**config.mk**
```make
export PLATFORM = sky130hd
export DESIGN_NAME = pwm_div_gen
export DESIGN_NICKNAME = d
export VERILOG_FILES = /design/src/rtl/pwm_pkg.sv /design/src/rtl/pwm_cmp_ch.sv /design/src/rtl/pwm_div_gen.sv
export SDC_FILE = /design/constraint.sdc
export NUM_CORES = 1
export LEC_CHECK = 0
export CAP_MARGIN = 20
export CELL_PAD_IN_SITES_DETAIL_PLACEMENT = 0
export CELL_PAD_IN_SITES_GLOBAL_PLACEMENT = 1
export CORE_MARGIN = 3
export CORE_UTILIZATION = 46
export DETAILED_ROUTE_END_ITERATION = 8
export PLACE_DENSITY_LB_ADDON = 0.1
export SLEW_MARGIN = 40
export SYNTH_ARGS = -nofsm -noshare
export SYNTH_HDL_FRONTEND = slang
export SYNTH_SLANG_ARGS = --single-unit
```
**constraint.sdc**
```tcl
create_clock -name clk_in -period 6.8 [get_ports clk_in]
set_input_delay 1.36 -clock clk_in [delete_from_list [all_inputs] [get_ports clk_in]]
set_output_delay 1.36 -clock clk_in [all_outputs]
set_load 0.01 [all_outputs]
```
**src/rtl/pwm_pkg.sv**
```systemverilog
// Shared constants and types for the multi-channel PWM divider.
// Defaults reproduce the legacy fixed divider: period 606 with a 50% duty cycle.
package pwm_pkg;

  localparam int PWM_CNT_W      = 28;
  localparam int PWM_NUM_CH     = 4;
  localparam int PWM_DEF_PERIOD = 606;
  localparam int PWM_DEF_HIGH   = 303;

  typedef logic [PWM_CNT_W-1:0] cnt_t;

  typedef struct packed {
    cnt_t                  period;
    cnt_t [PWM_NUM_CH-1:0] high;
  } pwm_cfg_t;

endpackage

```
**src/rtl/pwm_cmp_ch.sv**
```systemverilog
// One PWM channel: registered compare of the shared counter against this channel's high count.
module pwm_cmp_ch #(
  parameter int CNT_W = 28
) (
  input  logic             clk_in,
  input  logic             rst,
  input  logic             run,
  input  logic [CNT_W-1:0] cnt,
  input  logic [CNT_W-1:0] high,
  output logic             pwm
);

  // high=0 never matches and high>=period always matches, giving constant low/high.
  always_ff @(posedge clk_in) begin
    if (rst) begin
      pwm <= 1'b0;
    end else begin
      pwm <= run && (cnt < high);
    end
  end

endmodule

```
**src/rtl/pwm_div_gen.sv**
```systemverilog
// Shared period counter driving NUM_CH duty-cycle outputs. A valid/ready config port
// loads shadow registers, which become active only at a period boundary.
module pwm_div_gen
  import pwm_pkg::*;
#(
  parameter int CNT_W      = PWM_CNT_W,
  parameter int NUM_CH     = PWM_NUM_CH,
  parameter int DEF_PERIOD = PWM_DEF_PERIOD,
  parameter int DEF_HIGH   = PWM_DEF_HIGH
) (
  input  logic                    clk_in,
  input  logic                    rst,
  input  logic                    en,
  input  logic                    cfg_valid,
  output logic                    cfg_ready,
  input  logic [CNT_W-1:0]        cfg_period,
  input  logic [NUM_CH*CNT_W-1:0] cfg_high,
  output logic [NUM_CH-1:0]       pwm_out,
  output logic                    tick,
  output logic [CNT_W-1:0]        cnt_out,
  output logic                    cfg_pending
);

  localparam logic [CNT_W-1:0] CNT_ONE = CNT_W'(1);

  logic [CNT_W-1:0] cnt_reg;
  logic [CNT_W-1:0] period_reg;
  logic [CNT_W-1:0] shadow_period_reg;
  logic             pending_reg;
  logic             tick_reg;

  logic period_ok;
  logic last;
  logic run;
  logic accept;
  logic apply;

  // P-1 is only meaningful for P>=1, so the wrap compare is qualified by period_ok.
  assign period_ok = (period_reg != '0);
  assign last      = period_ok && (cnt_reg == period_reg - CNT_ONE);
  assign run       = en && period_ok;
  assign accept    = cfg_valid && !pending_reg;
  // A stopped counter has no boundary to wait for, so the shadow applies immediately.
  assign apply     = pending_reg && (!run || last);

  always_ff @(posedge clk_in) begin
    if (rst) begin
      cnt_reg           <= '0;
      period_reg        <= CNT_W'(DEF_PERIOD);
      shadow_period_reg <= CNT_W'(DEF_PERIOD);
      pending_reg       <= 1'b0;
      tick_reg          <= 1'b0;
    end else begin
      tick_reg <= run && last;
      if (!run || last) begin
        cnt_reg <= '0;
      end else begin
        cnt_reg <= cnt_reg + CNT_ONE;
      end
      if (apply) begin
        period_reg  <= shadow_period_reg;
        pending_reg <= 1'b0;
      end else if (accept) begin
        shadow_period_reg <= cfg_period;
        pending_reg       <= 1'b1;
      end
    end
  end

  genvar gi;
  generate
    for (gi = 0; gi < NUM_CH; gi++) begin : g_ch
      logic [CNT_W-1:0] high_reg;
      logic [CNT_W-1:0] shadow_high_reg;

      always_ff @(posedge clk_in) begin
        if (rst) begin
          high_reg        <= CNT_W'(DEF_HIGH);
          shadow_high_reg <= CNT_W'(DEF_HIGH);
        end else if (apply) begin
          high_reg <= shadow_high_reg;
        end else if (accept) begin
          shadow_high_reg <= cfg_high[gi*CNT_W +: CNT_W];
        end
      end

      pwm_cmp_ch #(
        .CNT_W (CNT_W)
      ) u_cmp (
        .clk_in (clk_in),
        .rst    (rst),
        .run    (run),
        .cnt    (cnt_reg),
        .high   (high_reg),
        .pwm    (pwm_out[gi])
      );
    end
  endgenerate

  assign cfg_ready   = !pending_reg;
  assign cfg_pending = pending_reg;
  assign tick        = tick_reg;
  assign cnt_out     = cnt_reg;

endmodule
```
==> impl_metrics.csv, run 1 <==
group,metric,value,unit
finish,nets,2262,
sta,fmax,0.233,GHz
setup_path,critPathMaxStageDelay,600,ps
grt,grt_start_max_net_pins,115,
clock_network,clockBufferDepth,3,
pwr,internal_power,3.32,mW
synthesis,synth_area_per_cell,8.55,um^2
pwr,power,4.32,mW
clock_network,cts-resized-gates,0,
sta,worst_slack,2510,ps
sta,max_slew_margin,41.1,%
die,core-area,34000,um^2
pwr,switching_power,998,uW
drt,num_vias,12700,
sta,skew,23.5,ps
setup_path,path_cells,"inv_1 > ha_1 > nor4b_4 > and3_1 > nand2_1 > xnor2_1 > a2111oi_0 > nand4b_1 > a21oi_4 > buf_16 > buf_12 > mux2i_1",
synthesis,yosys_warnings,0,
placement,gp_congestion,0.842,
finish,area_growth,20.3,%
clock_network,h-tree-depth,2,
clock_network,clock_latency,520,ps
die,die-area,37200,um^2
synthesis,synth_edf_count,0,
sta,hold_viol,0,
grt,overflow,0,
synthesis,synthFlopType,"dfxtp_1",
sta,period_minus_slack,4290,ps
clock_network,root_buffer,"clkbuf_16",
die,die_w,193,um
placement,hpwlAfterDp,28.6,mm
synthesis,syn_area,16100,um^2
hold_path,hp-class,"flop to flop",
sta,maxSlewViolCount,0,
setup_path,timing.critical_path.buf_inv,3,
synthesis,ys_seq_area_share,39.1,%
clock_network,cts_sinks,314,
synthesis,synthArstFlopShare,0,%
sta,timing.final.crit_share,63.1,%
drt,antenna_left,0,
synthesis,syn_inst,1878,
drt,drc_errors,0,
setup_path,crit_path_start_kind,"flop",
pwr,p_seq_share,45.3,%
setup_path,critical_path_required,7230,ps
finish,nFillCells,3142,
grt,grt_pass1_wl,66.3,mm
drt,dr.pass1.iters,5,
sta,rsz0062_at_grt,"false",
pwr,peakVddDrop,0.162,mV
grt,grt_pass1_vias,12400,
finish,layout_common_cells,"312 x dfxtp_1, 302 x nand2_1, 229 x nand2b_1",
grt,antenna_found_initial,1,
sta,worstMarginPinSlew,882,ps
pwr,p_leak,7.88,nW
synthesis,ys_types,60,
drt,viasPerCell,5.12,
setup_path,critical_path.top_delay_family,"simple AND/OR/NAND/NOR gates",
status,status,"finished clean",
sta,setup_tns,0,ps
drt,routedWlPerCell,16.9,um
setup_path,slowest_stage,"a21oi_4",
die,start_util,47.3,%
placement,pre_cts_slack,2600,ps
drt,wirelength,41.7,mm
clock_network,cts_hold_buf,0,
setup_path,end_kind,"flop",
sta,whs,454,ps
pwr,p_sw_share,23.1,%
clock_network,cts_tree,"yes",
die,fp-row-count,67,
pwr,p_clk_share,45.5,%
finish,drive_above_1_share,4.53,%
synthesis,syn_nets,2133,
clock_network,cts.reportedPaths.clkPinSlew,60,ps
drt,first_iter_violations,599,
setup_path,path_max_fanout,53,
setup_path,cp_data_arrival_time,4730,ps
synthesis,ys_ff_latch,314,
setup_path,crit_type,"flop to flop",
run,maxCapViolCount,0,
finish,final_common_cell,"dfxtp_1",
grt,grt.total_usage,22.4,%
clock_network,cts_inserted_buffers,36,
setup_path,ff2ff_setup_slack,2510,ps
pwr,power.density,224,nW/um^2
die,ios,179,
sta,setup_viol,0,
pwr,p_comb_share,9.2,%
die,die_y,193,um
finish,n_antenna_cell,0,
placement,port_buffers,178,
clock_network,post_cts_buffers,0,
[Yosys cell counts, types with 3 or more instances]
library cell  instances  area (um^2)
nand4_1              25          156
a31oi_1               4         25.0
buf_12                8          160
or3_1                 6         37.5
buf_4                10         75.1
a21oi_1             138          691
or4_1                 4         30.0
nand3_1              21          105
o21ai_0              10         50.1
inv_1               118          443
nor4_1                7         43.8
and3_1               14         87.6
ha_1                111         1390
nand2b_1            229         1430
a211oi_1              4         30.0
nand2_1             304         1140
a221oi_1              6         52.6
nor3_1               13         65.1
nand4b_1              3         26.3
a21o_1               48          360
clkbuf_1             83          312
dfxtp_1             314         6290
nor2b_1               3         18.8
o2111ai_1             3         26.3
a2111oi_0             3         26.3
nor2_1              112          420
o21a_1                3         22.5
xor2_1               32          280
xnor2_1              29          254
nand3b_1             30          225
and4_1                4         35.0
mux2i_1             141         1410
buf_1                 4         15.0
buf_2                 3         15.0
[cells by family after synthesis]
kind of cell | Yosys count | share of synthesized area [%]
AND/OR/NAND/NOR | 785 | 24.5
flip-flops | 314 | 39.1
AO/OA/AOI/OAI | 237 | 9.01
buffers and inverters | 229 | 6.61
multiplexers | 141 | 8.79
adder cells (fa/ha/maj) | 111 | 8.65
XOR/XNOR | 61 | 3.33
[through the flow]
stage	util, %	cell area (um^2)	cells
after detailed placement	53.3	18100	2417
after CTS	56.8	19300	2477
after global routing	56.9	19300	2477
final	56.9	19300	2477
after floorplan	-	16100	1878
after global placement	53.0	18000	2414
[area by class of cell]
class                      instances  area, um^2  share of cell area, %
inverter                         118         443                   2.29
timing repair buffer             202        2060                   10.7
clock buffer                      52        1070                   5.56
sequential                       314        6290                   32.6
multi-input combinational       1335        8750                   45.3
clock inverter                     8         134                  0.693
tap                              448         561                   2.90
[worst min-delay path, cell delays in order, from the launching register on]
cell and delay, ps:
dfxtp_1 300, nand2_1 50, a21oi_1 50
[path summary, 6_finish.rpt]
kind	start	to	depth (start not counted)
max	period_reg[0]	period_reg[14]	12
min	g_ch[0].shadow_high_reg[13]	g_ch[0].shadow_high_reg[13]	2
min reg2reg	g_ch[0].shadow_high_reg[13]	g_ch[0].shadow_high_reg[13]	2
max reg2reg	period_reg[0]	period_reg[14]	12
[power by group through the flow]
stage | registers [mW] | clock network [mW] | logic, mW
floorplan | 1.98 | 0 | 0.259
global placement | 1.99 | 0 | 0.391
detailed placement | 1.99 | 0 | 0.401
CTS | 1.95 | 2.02 | 0.403
global route | 1.96 | 2.09 | 0.444
finish | 1.95 | 1.97 | 0.397
[routing by layer]
metal  GRT usage (%)  routed length (um)  up-vias
li1                -                   -     6463
met1            31.4               19800     5900
met2            36.3               18700      268
met3            3.25                2210       61
met4            5.77                1000        0
met5               0                   0        -
No activity file was read; power rests on OpenSTA's default activity.
==> inputs of run 2 (changes only) <==
CORE_UTILIZATION = 39   (was 46)
clock period = 3.47 ns   (was 6.8 ns; I/O delays follow)
==> run 2 against run 1 <==
Sequential power rose by 96%. Combinational power grew 110%. Sequential cell count did not move. Critical endpoint is now g_ch[3].high_reg[19]. Clock power up 110%. Design area rose by 3.4%. Die area is 17% higher. Clock-buffer cell count is 1 higher. Register-to-register slack got worse by 2300 ps. Fmax rose by 32%.
==> impl_metrics.csv, run 2 (same netlist as run 1, synthesis figures left out) <==
group,metric,value,unit
sta,max_slew_margin,55.1,%
finish,n_antenna_cell,0,
die,ios,179,
sta,hold_viol,0,
sta,skew,20.7,ps
run,maxCapViolCount,0,
clock_network,cts_sinks,314,
die,die_w,209,um
clock_network,cts_tree,"yes",
status,status,"finished clean",
grt,grt.total_usage,20.1,%
sta,worstMarginPinSlew,674,ps
pwr,p_leak,8.18,nW
placement,hpwlAfterDp,31.7,mm
pwr,peakVddDrop,0.321,mV
finish,seq_area,6290,um^2
setup_path,end_kind,"flop",
finish,nFillCells,3898,
die,die_y,209,um
finish,drive_above_1_share,6.87,%
placement,port_buffers,178,
hold_path,hp-class,"flop to flop",
setup_path,critical_path_required,3960,ps
drt,wirelength,44.7,mm
drt,dr.pass1.iters,5,
setup_path,path_max_fanout,21,
drt,drc_errors,0,
grt,grt_start_max_net_pins,171,
drt,antenna_left,0,
setup_path,cp.depth,12,
placement,dp_cells,2534,
placement,dpl_cell_area,18600,um^2
finish,nets,2308,
die,core-area,40200,um^2
sta,maxSlewViolCount,0,
setup_path,rr_worst_depth,12,
finish,multi_input_area,8780,um^2
drt,viasPerCell,4.92,
finish,stdcell_count,2607,
drt,first_iter_violations,716,
die,die-area,43600,um^2
sta,period_minus_slack,3260,ps
pwr,power.density,442,nW/um^2
die,fp-row-count,73,
setup_path,slowest_stage,"or4_1",
finish,area_growth,24.4,%
grt,grt_pass1_vias,12500,
drt,routedWlPerCell,17.2,um
sta,timing.final.crit_share,94.1,%
setup_path,crit_type,"flop to flop",
clock_network,clockBufferDepth,3,
clock_network,cts_hold_buf,0,
setup_path,critical_path.top_delay_family,"simple AND/OR/NAND/NOR gates",
finish,fin_util,49.7,%
placement,gp_congestion,0.850,
grt,antenna_found_initial,0,
clock_network,clock_latency,560,ps
setup_path,crit_path_start_kind,"flop",
clock_network,h-tree-depth,2,
clock_network,cts_inserted_buffers,38,
sta,setup_tns,0,ps
clock_network,root_buffer,"clkbuf_16",
sta,whs,454,ps
hold_path,hold_depth,2,
grt,overflow,0,
setup_path,cp_data_arrival_time,3750,ps
sta,rsz0062_at_grt,"false",
sta,fmax,0.306,GHz
grt,grt_pass1_wl,70.0,mm
drt,num_vias,12800,
setup_path,path_cells,"inv_1 > ha_4 > nor4b_4 > and2_4 > a21oi_1 > or4_1 > nor4_2 > nand4b_1 > a21oi_4 > buf_12 > buf_16 > mux2i_1",
die,start_util,40.0,%
setup_path,critPathMaxStageDelay,540,ps
finish,layout_common_cells,"314 x dfxtp_1, 303 x nand2_1, 229 x nand2b_1",
setup_path,timing.critical_path.buf_inv,3,
sta,setup_viol,0,
clock_network,cts.reportedPaths.clkPinSlew,60,ps
finish,final_common_cell,"dfxtp_1",
finish,finish.instance_area,20000,um^2
## run 2: timing repair
action,in CTS,in global routing
buffers inserted,1,1
pin swaps,0,2
resized for setup,1,4
gates cloned,0,1
setup endpoints to repair,57,137
## run 2: per-stage QoR
step | power, mW | setup WS (ps)
final | 8.82 | 206
after global routing | 9.17 | 6.60
after CTS | 8.95 | 28.2
after detailed placement | 4.73 | -31.4
after global placement | 4.72 | 7.47
after floorplan | 4.39 | 421
## run 2: final timing paths
path / start / to / slack (ps)
max: period_reg[0] / g_ch[3].high_reg[19] / 210
min: g_ch[1].shadow_high_reg[26] / g_ch[1].shadow_high_reg[26] / 450
max reg2reg: period_reg[0] / g_ch[3].high_reg[19] / 210
min reg2reg: g_ch[1].shadow_high_reg[26] / g_ch[1].shadow_high_reg[26] / 450
## run 2: where the power goes
| part | internal, mW | leakage, nW | switching [mW] | total (mW) |
|---|---|---|---|---|
| combinational | 0.417 | 4.99 | 0.401 | 0.818 |
| sequential | 3.75 | 2.56 | 0.0794 | 3.83 |
| clock | 2.57 | 0.629 | 1.61 | 4.17 |
| total | 6.73 | 8.18 | 2.09 | 8.82 |
## run 2: cell type report
class                      instances  share of cell area [%]
clock inverter                    16                    1.20
tap                              525                    3.29
clock buffer                      53                    5.40
sequential                       314                    31.5
multi-input combinational       1336                    44.0
timing repair buffer             245                    12.5
inverter                         118                    2.22
## run 2: routing by layer
layer | up-vias | track usage, % | wire length, um
met5 | - | 0 | 0
met1 | 5984 | 28.5 | 22000
met4 | 0 | 6.07 | 1000
met3 | 55 | 3.35 | 1990
li1 | 6561 | - | -
met2 | 217 | 31.3 | 19800
## run 2: worst register-to-register path, cell delays in order, from the launching register on
cell and delay (ps):
dfxtp_1 360, inv_1 140, ha_4 180, nor4b_4 350
and2_4 230, a21oi_1 70, or4_1 540, nor4_2 240
nand4b_1 220, a21oi_4 260, buf_12 200, buf_16 200
mux2i_1 220
==> inputs of run 3 (changes only) <==
CORE_MARGIN = 2   (was 3)
CTS_CLUSTER_DIAMETER = 100   (was not set)
SLEW_MARGIN = 25   (was 40)
==> run 3 against run 2 <==
Sequential power about the same. Utilization decreased by 0.99 points. Die area decreased by 1.9%. Sequential share of layout area increased by 0.21 points. Worst setup slack got worse by 6.2 ps. Critical path depth increased by 1. Global-route usage increased by 0.86 points. Critical path type unchanged. Largest cell class unchanged. Largest power group unchanged.
==> impl_metrics.csv, run 3 (same netlist as run 1, synthesis figures left out) <==
group,metric,value,unit
finish,multi_input_area,8780,um^2
clock_network,clock_latency,540,ps
placement,hpwlAfterDp,31.8,mm
die,ios,179,
die,die_y,207,um
setup_path,timing.critical_path.buf_inv,4,
sta,max_slew_margin,40.1,%
pwr,power.density,429,nW/um^2
setup_path,crit_type,"flop to flop",
pwr,peakVddDrop,0.311,mV
grt,grt_start_max_net_pins,147,
placement,port_buffers,178,
clock_network,clockBufferDepth,3,
clock_network,cts_sinks,314,
finish,final_common_cell,"dfxtp_1",
die,fp-row-count,74,
sta,timing.final.crit_share,94.2,%
finish,nFillCells,4021,
setup_path,path_cells,"inv_1 > ha_2 > nor4b_4 > buf_4 > and2_4 > a21oi_1 > or4_1 > nor4_2 > nand4b_1 > a21oi_4 > buf_12 > buf_16 > mux2i_2",
finish,seq_area,6290,um^2
drt,wirelength,44.7,mm
finish,finish.instance_area,19800,um^2
drt,num_vias,12800,
finish,drive_above_1_share,6.55,%
clock_network,h-tree-depth,2,
sta,worstMarginPinSlew,898,ps
grt,antenna_found_initial,0,
clock_network,cts_inserted_buffers,37,
clock_network,cts.reportedPaths.clkPinSlew,60,ps
setup_path,crit_path_start_kind,"flop",
pwr,p_leak,8.13,nW
die,die-area,42800,um^2
placement,pre_cts_slack,-104,ps
setup_path,cp_data_arrival_time,3730,ps
grt,grt_pass1_wl,69.2,mm
setup_path,rr_worst_depth,13,
drt,dr.pass1.iters,5,
setup_path,critical_path_required,3930,ps
sta,maxSlewViolCount,0,
hold_path,hold_depth,2,
finish,n_antenna_cell,0,
finish,area_growth,23.6,%
die,start_util,39.4,%
drt,viasPerCell,4.91,
status,status,"finished clean",
sta,period_minus_slack,3270,ps
grt,grt_pass1_vias,12300,
drt,drc_errors,0,
sta,worst_slack,200,ps
finish,layout_common_cells,"314 x dfxtp_1, 303 x nand2_1, 229 x nand2b_1",
die,die_w,207,um
setup_path,cp.depth,13,
setup_path,path_max_fanout,23,
sta,fmax,0.306,GHz
drt,routedWlPerCell,17.1,um
setup_path,end_kind,"flop",
sta,hold_viol,0,
clock_network,cts_tree,"yes",
sta,skew,12.4,ps
drt,first_iter_violations,653,
setup_path,critical_path.top_delay_family,"simple AND/OR/NAND/NOR gates",
sta,setup_viol,0,
placement,dpl_cell_area,18600,um^2
run,maxCapViolCount,0,
drt,antenna_left,0,
finish,nets,2308,
grt,overflow,0,
die,core-area,40700,um^2
hold_path,hp-class,"flop to flop",
clock_network,root_buffer,"clkbuf_16",
placement,gp_congestion,0.870,
grt,grt.total_usage,20.9,%
setup_path,slowest_stage,"or4_1",
setup_path,critPathMaxStageDelay,520,ps
==> run 3: worst reg2reg max path: cells and delay by family (launching register included) <==
family                     cells  cell delay (ps)
adders and majority gates      1              240
muxes                          1              260
AOI/OAI and AO/OA              2              290
DFF                            1              330
buffers and inverters          4              710
and+or+nand+nor                5             1370
==> run 3: path summary, 6_finish.rpt <==
kind                                    start                     endpoint  slack, ps
setup reg to reg                period_reg[1]               period_reg[26]        200
hold reg to reg   g_ch[0].shadow_high_reg[10]  g_ch[0].shadow_high_reg[10]        460
hold / removal    g_ch[0].shadow_high_reg[10]  g_ch[0].shadow_high_reg[10]        460
setup / recovery                period_reg[1]               period_reg[26]        200
==> run 3: repair_timing <==
item / 4_1_cts / 5_1_grt
endpoints found under the hold margin: 0 / 0
pin swaps: 0 / 2
resized for setup: 1 / 7
cloned: 1 / 0
setup buffers: 0 / 3
endpoints found under the setup margin: 137 / 138
hold buffers: 0 / 0
==> run 3: final cells by class <==
| cell class | count | share of cell area (%) |
|---|---|---|
| clock buffer | 53 | 5.17 |
| clock inverter | 9 | 0.750 |
| inverter | 118 | 2.23 |
| multi-input combinational | 1336 | 44.3 |
| sequential | 314 | 31.7 |
| tap | 532 | 3.35 |
| timing repair buffer | 246 | 12.5 |
==> run 3: per-layer routing <==
metal	track usage [%]	routed length, um	vias up
met5	0	0	-
met4	6.18	1020	0
met3	2.50	1560	55
met2	34.0	20200	200
met1	29.1	21900	5986
li1	-	-	6574
==> run 3: power by group <==
part	switching, mW	internal [mW]
Combinational	0.407	0.416
Clock	1.52	2.34
Sequential	0.0797	3.75
Total	2.00	6.51
==> run 3: through the flow <==
step / std cells / utilization [%] / hold slack (ps) / power, mW / TNS [ps]
after CTS: 2605 / 48.5 / 456 / 8.64 / 0
after global routing: 2608 / 48.7 / 472 / 8.86 / -4.98
after global placement: 2542 / 45.6 / 445 / 4.73 / 0
after detailed placement: 2542 / 45.6 / 448 / 4.73 / -4560
final: 2608 / 48.7 / 456 / 8.51 / 0
after floorplan: 1878 / - / 437 / 4.39 / 0
